--- src/rtl/sand_sweep.sv ---
// Frame sweep sequencer: walks region/floor word pairs bottom-up, feeds them to
// sand_update and writes back only the words the physics step changed.
module sand_sweep #(
    parameter int unsigned WORDS_PER_ROW = 40,
    parameter int unsigned ROWS          = 480,
    parameter int unsigned ADDR_W        = 15
) (
    input  logic              clk,
    input  logic              reset,
    input  logic              start,
    output logic              busy,
    output logic              done,
    output logic              mem_req,
    input  logic              mem_gnt,
    output logic              mem_we,
    output logic [ADDR_W-1:0] mem_addr,
    output logic [31:0]       mem_wdata,
    input  logic [31:0]       mem_rdata,
    output logic [31:0]       phys_region,
    output logic [31:0]       phys_floor,
    output logic              phys_screenbegin,
    output logic              phys_screenend,
    output logic              phys_screenbottom,
    input  logic [31:0]       phys_new_region,
    input  logic [31:0]       phys_new_floor
);

    localparam int unsigned COL_W = (WORDS_PER_ROW > 1) ? $clog2(WORDS_PER_ROW) : 1;
    localparam int unsigned ROW_W = $clog2(ROWS);

    localparam logic [ADDR_W-1:0] START_ADDR = ADDR_W'((ROWS - 2) * WORDS_PER_ROW);
    localparam logic [ADDR_W-1:0] ROW_STRIDE = ADDR_W'(WORDS_PER_ROW);
    localparam logic [ADDR_W-1:0] ROW_BACK   = ADDR_W'(2 * WORDS_PER_ROW - 1);
    localparam logic [COL_W-1:0]  COL_LAST   = COL_W'(WORDS_PER_ROW - 1);
    localparam logic [ROW_W-1:0]  ROW_FIRST  = ROW_W'(ROWS - 2);

    typedef enum logic [2:0] {
        S_IDLE,
        S_RD_R,
        S_WAIT_R,
        S_RD_F,
        S_WAIT_F,
        S_WR_R,
        S_WR_F,
        S_DONE
    } state_t;

    state_t            r_state;
    logic [ADDR_W-1:0] r_raddr;
    logic [COL_W-1:0]  r_col;
    logic [ROW_W-1:0]  r_row;
    logic [31:0]       r_region;
    logic [31:0]       r_floor;
    logic              r_busy;
    logic              r_done;
    logic              r_sbegin;
    logic              r_send;
    logic              r_sbot;

    logic [ADDR_W-1:0] w_faddr;
    logic              w_region_dirty;
    logic              w_floor_dirty;
    logic              w_req;
    logic              w_we;
    logic [ADDR_W-1:0] w_addr;
    logic [31:0]       w_wdata;
    logic              w_adv;
    logic [COL_W-1:0]  w_col_next;

    assign w_faddr        = r_raddr + ROW_STRIDE;
    assign w_region_dirty = (phys_new_region != r_region);
    assign w_floor_dirty  = (phys_new_floor != r_floor);
    assign w_col_next     = r_col + COL_W'(1);

    // Memory request decode; write decisions need the live physics result.
    always_comb begin
        w_req   = 1'b0;
        w_we    = 1'b0;
        w_addr  = '0;
        w_wdata = '0;
        case (r_state)
            S_RD_R: begin
                w_req  = 1'b1;
                w_addr = r_raddr;
            end
            S_RD_F: begin
                w_req  = 1'b1;
                w_addr = w_faddr;
            end
            S_WR_R: begin
                if (w_region_dirty) begin
                    w_req   = 1'b1;
                    w_we    = 1'b1;
                    w_addr  = r_raddr;
                    w_wdata = phys_new_region;
                end
            end
            S_WR_F: begin
                if (w_floor_dirty) begin
                    w_req   = 1'b1;
                    w_we    = 1'b1;
                    w_addr  = w_faddr;
                    w_wdata = phys_new_floor;
                end
            end
            default: ;
        endcase
    end

    // A skipped write advances immediately; a real access waits for grant.
    assign w_adv = !w_req || mem_gnt;

    always_ff @(posedge clk) begin
        if (reset) begin
            r_state  <= S_IDLE;
            r_raddr  <= '0;
            r_col    <= '0;
            r_row    <= '0;
            r_region <= '0;
            r_floor  <= '0;
            r_busy   <= 1'b0;
            r_done   <= 1'b0;
            r_sbegin <= 1'b0;
            r_send   <= 1'b0;
            r_sbot   <= 1'b0;
        end else begin
            r_done <= 1'b0;
            case (r_state)
                S_IDLE: begin
                    if (start) begin
                        r_state  <= S_RD_R;
                        r_busy   <= 1'b1;
                        r_raddr  <= START_ADDR;
                        r_col    <= '0;
                        r_row    <= ROW_FIRST;
                        r_sbegin <= 1'b1;
                        r_send   <= (COL_LAST == '0);
                        r_sbot   <= 1'b1;
                    end
                end
                S_RD_R: begin
                    if (mem_gnt) r_state <= S_WAIT_R;
                end
                S_WAIT_R: begin
                    r_region <= mem_rdata;
                    r_state  <= S_RD_F;
                end
                S_RD_F: begin
                    if (mem_gnt) r_state <= S_WAIT_F;
                end
                S_WAIT_F: begin
                    r_floor <= mem_rdata;
                    r_state <= S_WR_R;
                end
                S_WR_R: begin
                    if (w_adv) r_state <= S_WR_F;
                end
                S_WR_F: begin
                    if (w_adv) begin
                        if (r_col != COL_LAST) begin
                            r_state  <= S_RD_R;
                            r_col    <= w_col_next;
                            r_raddr  <= r_raddr + ADDR_W'(1);
                            r_sbegin <= 1'b0;
                            r_send   <= (w_col_next == COL_LAST);
                        end else if (r_row != '0) begin
                            // Jump to column 0 of the row above.
                            r_state  <= S_RD_R;
                            r_col    <= '0;
                            r_row    <= r_row - ROW_W'(1);
                            r_raddr  <= r_raddr - ROW_BACK;
                            r_sbegin <= 1'b1;
                            r_send   <= (COL_LAST == '0);
                            r_sbot   <= 1'b0;
                        end else begin
                            r_state  <= S_DONE;
                            r_done   <= 1'b1;
                            r_sbegin <= 1'b0;
                            r_send   <= 1'b0;
                            r_sbot   <= 1'b0;
                        end
                    end
                end
                S_DONE: begin
                    r_state <= S_IDLE;
                    r_busy  <= 1'b0;
                end
                default: r_state <= S_IDLE;
            endcase
        end
    end

    assign busy              = r_busy;
    assign done              = r_done;
    assign mem_req           = w_req;
    assign mem_we            = w_we;
    assign mem_addr          = w_addr;
    assign mem_wdata         = w_wdata;
    assign phys_region       = r_region;
    assign phys_floor        = r_floor;
    assign phys_screenbegin  = r_sbegin;
    assign phys_screenend    = r_send;
    assign phys_screenbottom = r_sbot;

endmodule

--- config.mk ---
export PLATFORM = sky130hd
export DESIGN_NAME = sand_sweep
export DESIGN_NICKNAME = d
export VERILOG_FILES = /design/src/rtl/sand_sweep.sv
export SDC_FILE = /design/constraint.sdc
export NUM_CORES = 1
export LEC_CHECK = 0
export BUFFER_PORTS_ARGS = -buffer_cell sky130_fd_sc_hd__buf_2
export CORE_ASPECT_RATIO = 0.5
export CORE_UTILIZATION = 40
export DETAILED_ROUTE_END_ITERATION = 7
export PLACE_DENSITY = 0.8
export SETUP_SLACK_MARGIN = 0.15
export SLEW_MARGIN = 10
export SYNTH_ARGS = -nofsm -noshare
export SYNTH_HDL_FRONTEND = slang
export SYNTH_SLANG_ARGS = --single-unit
export TNS_END_PERCENT = 5
--- constraint.sdc ---
create_clock -name clk -period 3 [get_ports clk]
set_clock_uncertainty 0.1 [all_clocks]
set_input_delay 0.15 -clock clk [delete_from_list [all_inputs] [get_ports clk]]
set_output_delay 0.15 -clock clk [all_outputs]
set_load 0.01 [all_outputs]
After elaboration in Yosys (flattened, before gate mapping)
Cells that the tools add are included.
Operators by class
  div/mod/pow operators: 0
  reductions and logical operators: 14
  shift operators: 0
  magnitude comparators: 0
  $add $sub $neg: 5
  multipliers: 0
  equality and inequality tests: 19
  bitwise gates (word level): 2
  muxes and demuxes: 47
Operators with widths (number)
  $mux W15: 6
  $mux W32: 2
  $ne A32 B32 Y1: 2
  $pmux W32 S2: 1
  $pmux W15 S4: 1
  $mux W9: 4
  $pmux W15 S2: 1
  $mux W6: 4
  $pmux W3 S8: 1
  $mux W3: 7
  $pmux W9 S2: 1
  $add A15 B1 Y15 const B: 1
  $add A15 B6 Y15 const B: 1
  $sub A15 B7 Y15 const B: 1
  $ne A2 B2 Y1 const B: 7
  $eq A3 B3 Y1 const B: 4
  $mux W1: 12
  $pmux W6 S2: 1
  $pmux W1 S2: 5
  $reduce_and A5 Y1: 2
  $reduce_bool A9 Y1: 1
  $sub A9 B1 Y9 const B: 1
  $reduce_and A4 Y1: 2
  $add A6 B1 Y6 const B: 1
  15 further kinds: 18
Word-level totals
  latch bits: 0
  register bits after elaboration: 102
  memories kept: 0
  logic and storage cells: 98
  ROM bits: 0
  bits in writable memories: 0
  output and inout bits: 118

Logic depth before layout (Yosys ltp)
  word-level depth: 7
  depth in mapped cells: 11
  depth with buffers taken out: 11

Worst setup path before layout
OpenSTA, ideal clock, no wires.
  path type: reg-to-reg
  from: register r_col[1]
  to: register r_raddr[14]
  data arrival time: 2.728 ns
  buffers on the path: 0
  data required time: 2.797 ns
  path slack: 0.068 ns
  cell stages (with the launch flop): 12
  path through: dfxtp_1 -> ha_1 -> nand4_1 -> inv_1 -> ha_1 -> and3_1 -> and3_1 -> a2111oi_0 -> o21bai_1 -> xnor2_1 -> nor3_1 -> a2111oi_2
Between the ends
  cells in the longest elaborated chain, start to end: 4
RTL lines
  start: declaration: line 50  | logic [COL_W-1:0] r_col;
  start signal: assignment: line 162  | r_col <= w_col_next;
  $ne A6 B6 Y1 (*): line 160  | if (r_col != COL_LAST) begin
  $mux W15: line 160
  $mux W15: line 159  | if (w_adv) begin
  $pmux W15 S2: line 128  | case (r_state)
  end signal: assignment: line 163  | r_raddr <= r_raddr + ADDR_W'(1);
  end signal: assignment: line 171  | r_raddr <= r_raddr - ROW_BACK;
  end: declaration: line 49  | logic [ADDR_W-1:0] r_raddr;
Mark *: on every way between the ends. The rest lies on a longest branch, timed or not. The select of a mux whose other input is x is not followed.
A chain may end at the register's enable or synchronous reset.

Worst setup path in the final report
  from: register r_col[1]
  to: register r_raddr[13]
The elaborated chain is that of the path after synthesis.

==> flow_metrics.env <==
export IMPL_vias_per_cell=5.53
export IMPL_grt_setup_unrepaired="true"
export IMPL_max_freq_ghz=0.351
export IMPL_mostFrequentLayoutCells="buf_2 (217), nand2_1 (149), a21oi_1 (103)"
export IMPL_final_util_pct=58.0
export IMPL_p_sw_share_pct=28.3
export IMPL_max_vdd_ir_drop_uv=278
export IMPL_place_gp_congestion=0.940
export IMPL_antenna_found_initial=0
export IMPL_grt_pass1_wl_mm=30.2
export IMPL_synth_distinct_cells=65
export IMPL_p_comb_share_pct=17.1
export IMPL_seqPwrFrac_pct=45.8
export IMPL_mostFrequentLayoutCell="buf_2"
export IMPL_cp_arrival_ps=3000
export IMPL_antenna_left=0
export IMPL_cts_sinks=102
export IMPL_totalWireLength_mm=20.7
export IMPL_hold_violations=0
export IMPL_multi_input_area_mm2=0.00379
export IMPL_wl_met2_mm=10.5
export IMPL_synth_warnings=0
export IMPL_num_io_pins=218
export IMPL_vias=6516
export IMPL_fin_ws_ps=148
export IMPL_initial_utilization_pct=42.1
export IMPL_dp_slack_ps=79.1
export IMPL_diodes=0
export IMPL_wl_met1_mm=8.35
export IMPL_overflow=0
export IMPL_cts_path_max_buffers=2
export IMPL_synth_edf_count=0
export IMPL_first_pass_iters=5
export IMPL_synth_nets=855
export IMPL_h_tree_depth=3
export IMPL_top_layer="met4"
export IMPL_die_h_um=87.5
export IMPL_min_period_over_period_pct=95.1
export IMPL_numCtsBuffers=9
export IMPL_wl_per_cell_um=17.5
export IMPL_drive_gt1_share_pct=32.0
export IMPL_ys_async_sr_fraction_pct=0
export IMPL_cp_data_required_time_ps=3150
export IMPL_syn_to_final_growth_pct=37.6
export IMPL_fillCellCount=1274
export IMPL_die_area_mm2=0.0151
export IMPL_grtUsageTotal_pct=25.3
export IMPL_status="finished clean"
export IMPL_drv_slew=0
export IMPL_period_minus_slack_ps=2850
export IMPL_dr_wl_met3_mm=1.41
export IMPL_drc_errors=0
export IMPL_power_switching_uw=903
export IMPL_layout_nets=1095
export IMPL_grt_max_degree=94
export IMPL_synth_ff_type="dfxtp_1"
export IMPL_p_leak_uw=0.00352
export IMPL_tightestPinTransition_ps=1010
export IMPL_slew_headroom_pct=32.6
export IMPL_core_rowCount=30
export IMPL_avgSynthCellArea_um2=7.90
export IMPL_dpl_hpwl_mm=14.4
export IMPL_path_max_fanout=6
export IMPL_cts_root_buf="clkbuf_16"
export IMPL_seq_area_frac_synth_pct=34.9
export IMPL_first_global_vias=5981
export IMPL_ys_seq_elements=102
export IMPL_fin_setup_tns_ps=0
export IMPL_port_buffers=217
export IMPL_intPower_uw=2290
export IMPL_synthesis_area_mm2=0.00585
export IMPL_powerDensity_mw_per_mm2=396
export IMPL_synthCells=741
export IMPL_startpoint_type="flip-flop"
export IMPL_max_cap_violations=0
export IMPL_finalSetupViolations=0
export IMPL_end_kind="flip-flop"
export IMPL_clkTransAtPathRegs_ps=70
export IMPL_cts_tree="built"
export IMPL_worstSetupPathType="flip-flop to flip-flop"
export IMPL_insertion_delay_ps=350
export IMPL_pwr_share_clk_pct=37.1
export IMPL_drt_iter0_markers=453
export IMPL_hold_class="input pin to flip-flop"
export IMPL_die_w_um=173
export IMPL_core_area_mm2=0.0139
export IMPL_register_area_mm2=0.00205
[power groups by stage]
| stage | Combinational [µW] | Sequential [µW] | Clock [µW] |
|---|---|---|---|
| after floorplan | 273 | 1490 | 0 |
| after global routing | 591 | 1470 | 1250 |
| after detailed placement | 491 | 1490 | 0 |
| after global placement | 481 | 1490 | 0 |
| final | 547 | 1460 | 1180 |
| after CTS | 530 | 1460 | 1200 |
[timing repair]
action / in CTS / in global routing
endpoints found under the setup margin: 44 / 43
pin swaps: 0 / 12
gates cloned: 0 / 1
buffers inserted: 1 / 3
hold buffers: 32 / 0
resized for setup: 7 / 35
hold endpoints to repair: 64 / 0
[routing by layer]
metal	track usage, %	up-vias
met5	0	-
li1	-	3097
met1	29.6	3088
met4	9.73	0
met2	46.2	295
met3	5.63	36
[sequential cells by signal, summed over array words and instances (netlist names)]
signal / flops
busy: 1
done: 1
phys_floor: 32
phys_region: 32
phys_screenbegin: 1
phys_screenbottom: 1
phys_screenend: 1
r_col: 6
r_raddr: 15
r_row: 9
r_state: 3
[stage by stage]
stage          cell area [µm²]  hold slack [ps]  total power (µW)  instances
2_1_floorplan             5850              151              1760        741
3_3_place_gp              7160              302              1970       1125
3_5_place_dp              7160              308              1980       1125
4_1_cts                   7830             83.4              3190       1174
5_1_grt                   8050              119              3310       1178
6_report                  8050             96.9              3190       1178
[cells in the mapped netlist, drive strengths merged, types with 3 or more instances]
master / instances / area, µm²
a2111oi: 4 / 43.8
a211oi: 4 / 30.0
a21o: 7 / 53.8
a21oi: 109 / 557
a22o: 37 / 325
a311oi: 9 / 85.1
a31oi: 3 / 18.8
and2: 6 / 37.5
and3: 9 / 56.3
buf: 11 / 71.3
clkbuf: 37 / 139
dfxtp: 102 / 2040
ha: 14 / 175
inv: 9 / 33.8
mux2i: 6 / 60.1
nand2: 150 / 566
nand2b: 3 / 18.8
nand3: 16 / 80.1
nand4: 14 / 87.6
nand4b: 5 / 43.8
nor2: 33 / 124
nor2b: 3 / 18.8
nor3: 10 / 50.1
nor3b: 5 / 42.5
nor4: 12 / 81.3
o21a: 3 / 22.5
o21ai: 14 / 73.8
or2: 3 / 18.8
or3: 4 / 25.0
or4: 3 / 26.3
xnor2: 40 / 350
xor2: 37 / 324
[final timing paths]
check	startpoint	end	slack (ps)	cells after the start
worst max-delay path	r_col[1]	r_raddr[13]	150	12
worst min-delay path	start	busy	100	5
worst max register to register	r_col[1]	r_raddr[13]	150	12
worst min register to register	phys_screenbottom	phys_screenbottom	380	2
[worst max-delay path: stages (launching register included)]
cell	delay [ps]
dfxtp_2	350
ha_2	180
nand4_1	150
inv_4	190
buf_12	130
ha_2	310
and3_1	220
a221oi_4	290
o21ai_2	140
a21o_1	220
a21oi_2	150
xnor2_1	90
o41ai_1	210
[area by class of cell]
cell class                 count  share of cell area [%]
multi-input combinational    581                    47.1
sequential                   102                    25.4
clock buffer                  11                    2.89
clock inverter                 5                   0.746
timing repair buffer         277                    20.3
inverter                      10                   0.497
tap                          192                    2.98
[cell families after synthesis]
group           after synthesis  synth area share [%]
compound gates              205                  23.0
xor+xnor                     77                  11.5
fa+ha+maj                    14                  2.99
buf+inv                      58                  4.23
flops                       102                  34.9
mux                           7                  1.22
simple gates                278                  22.1
Power figures use the tool's default switching activity.
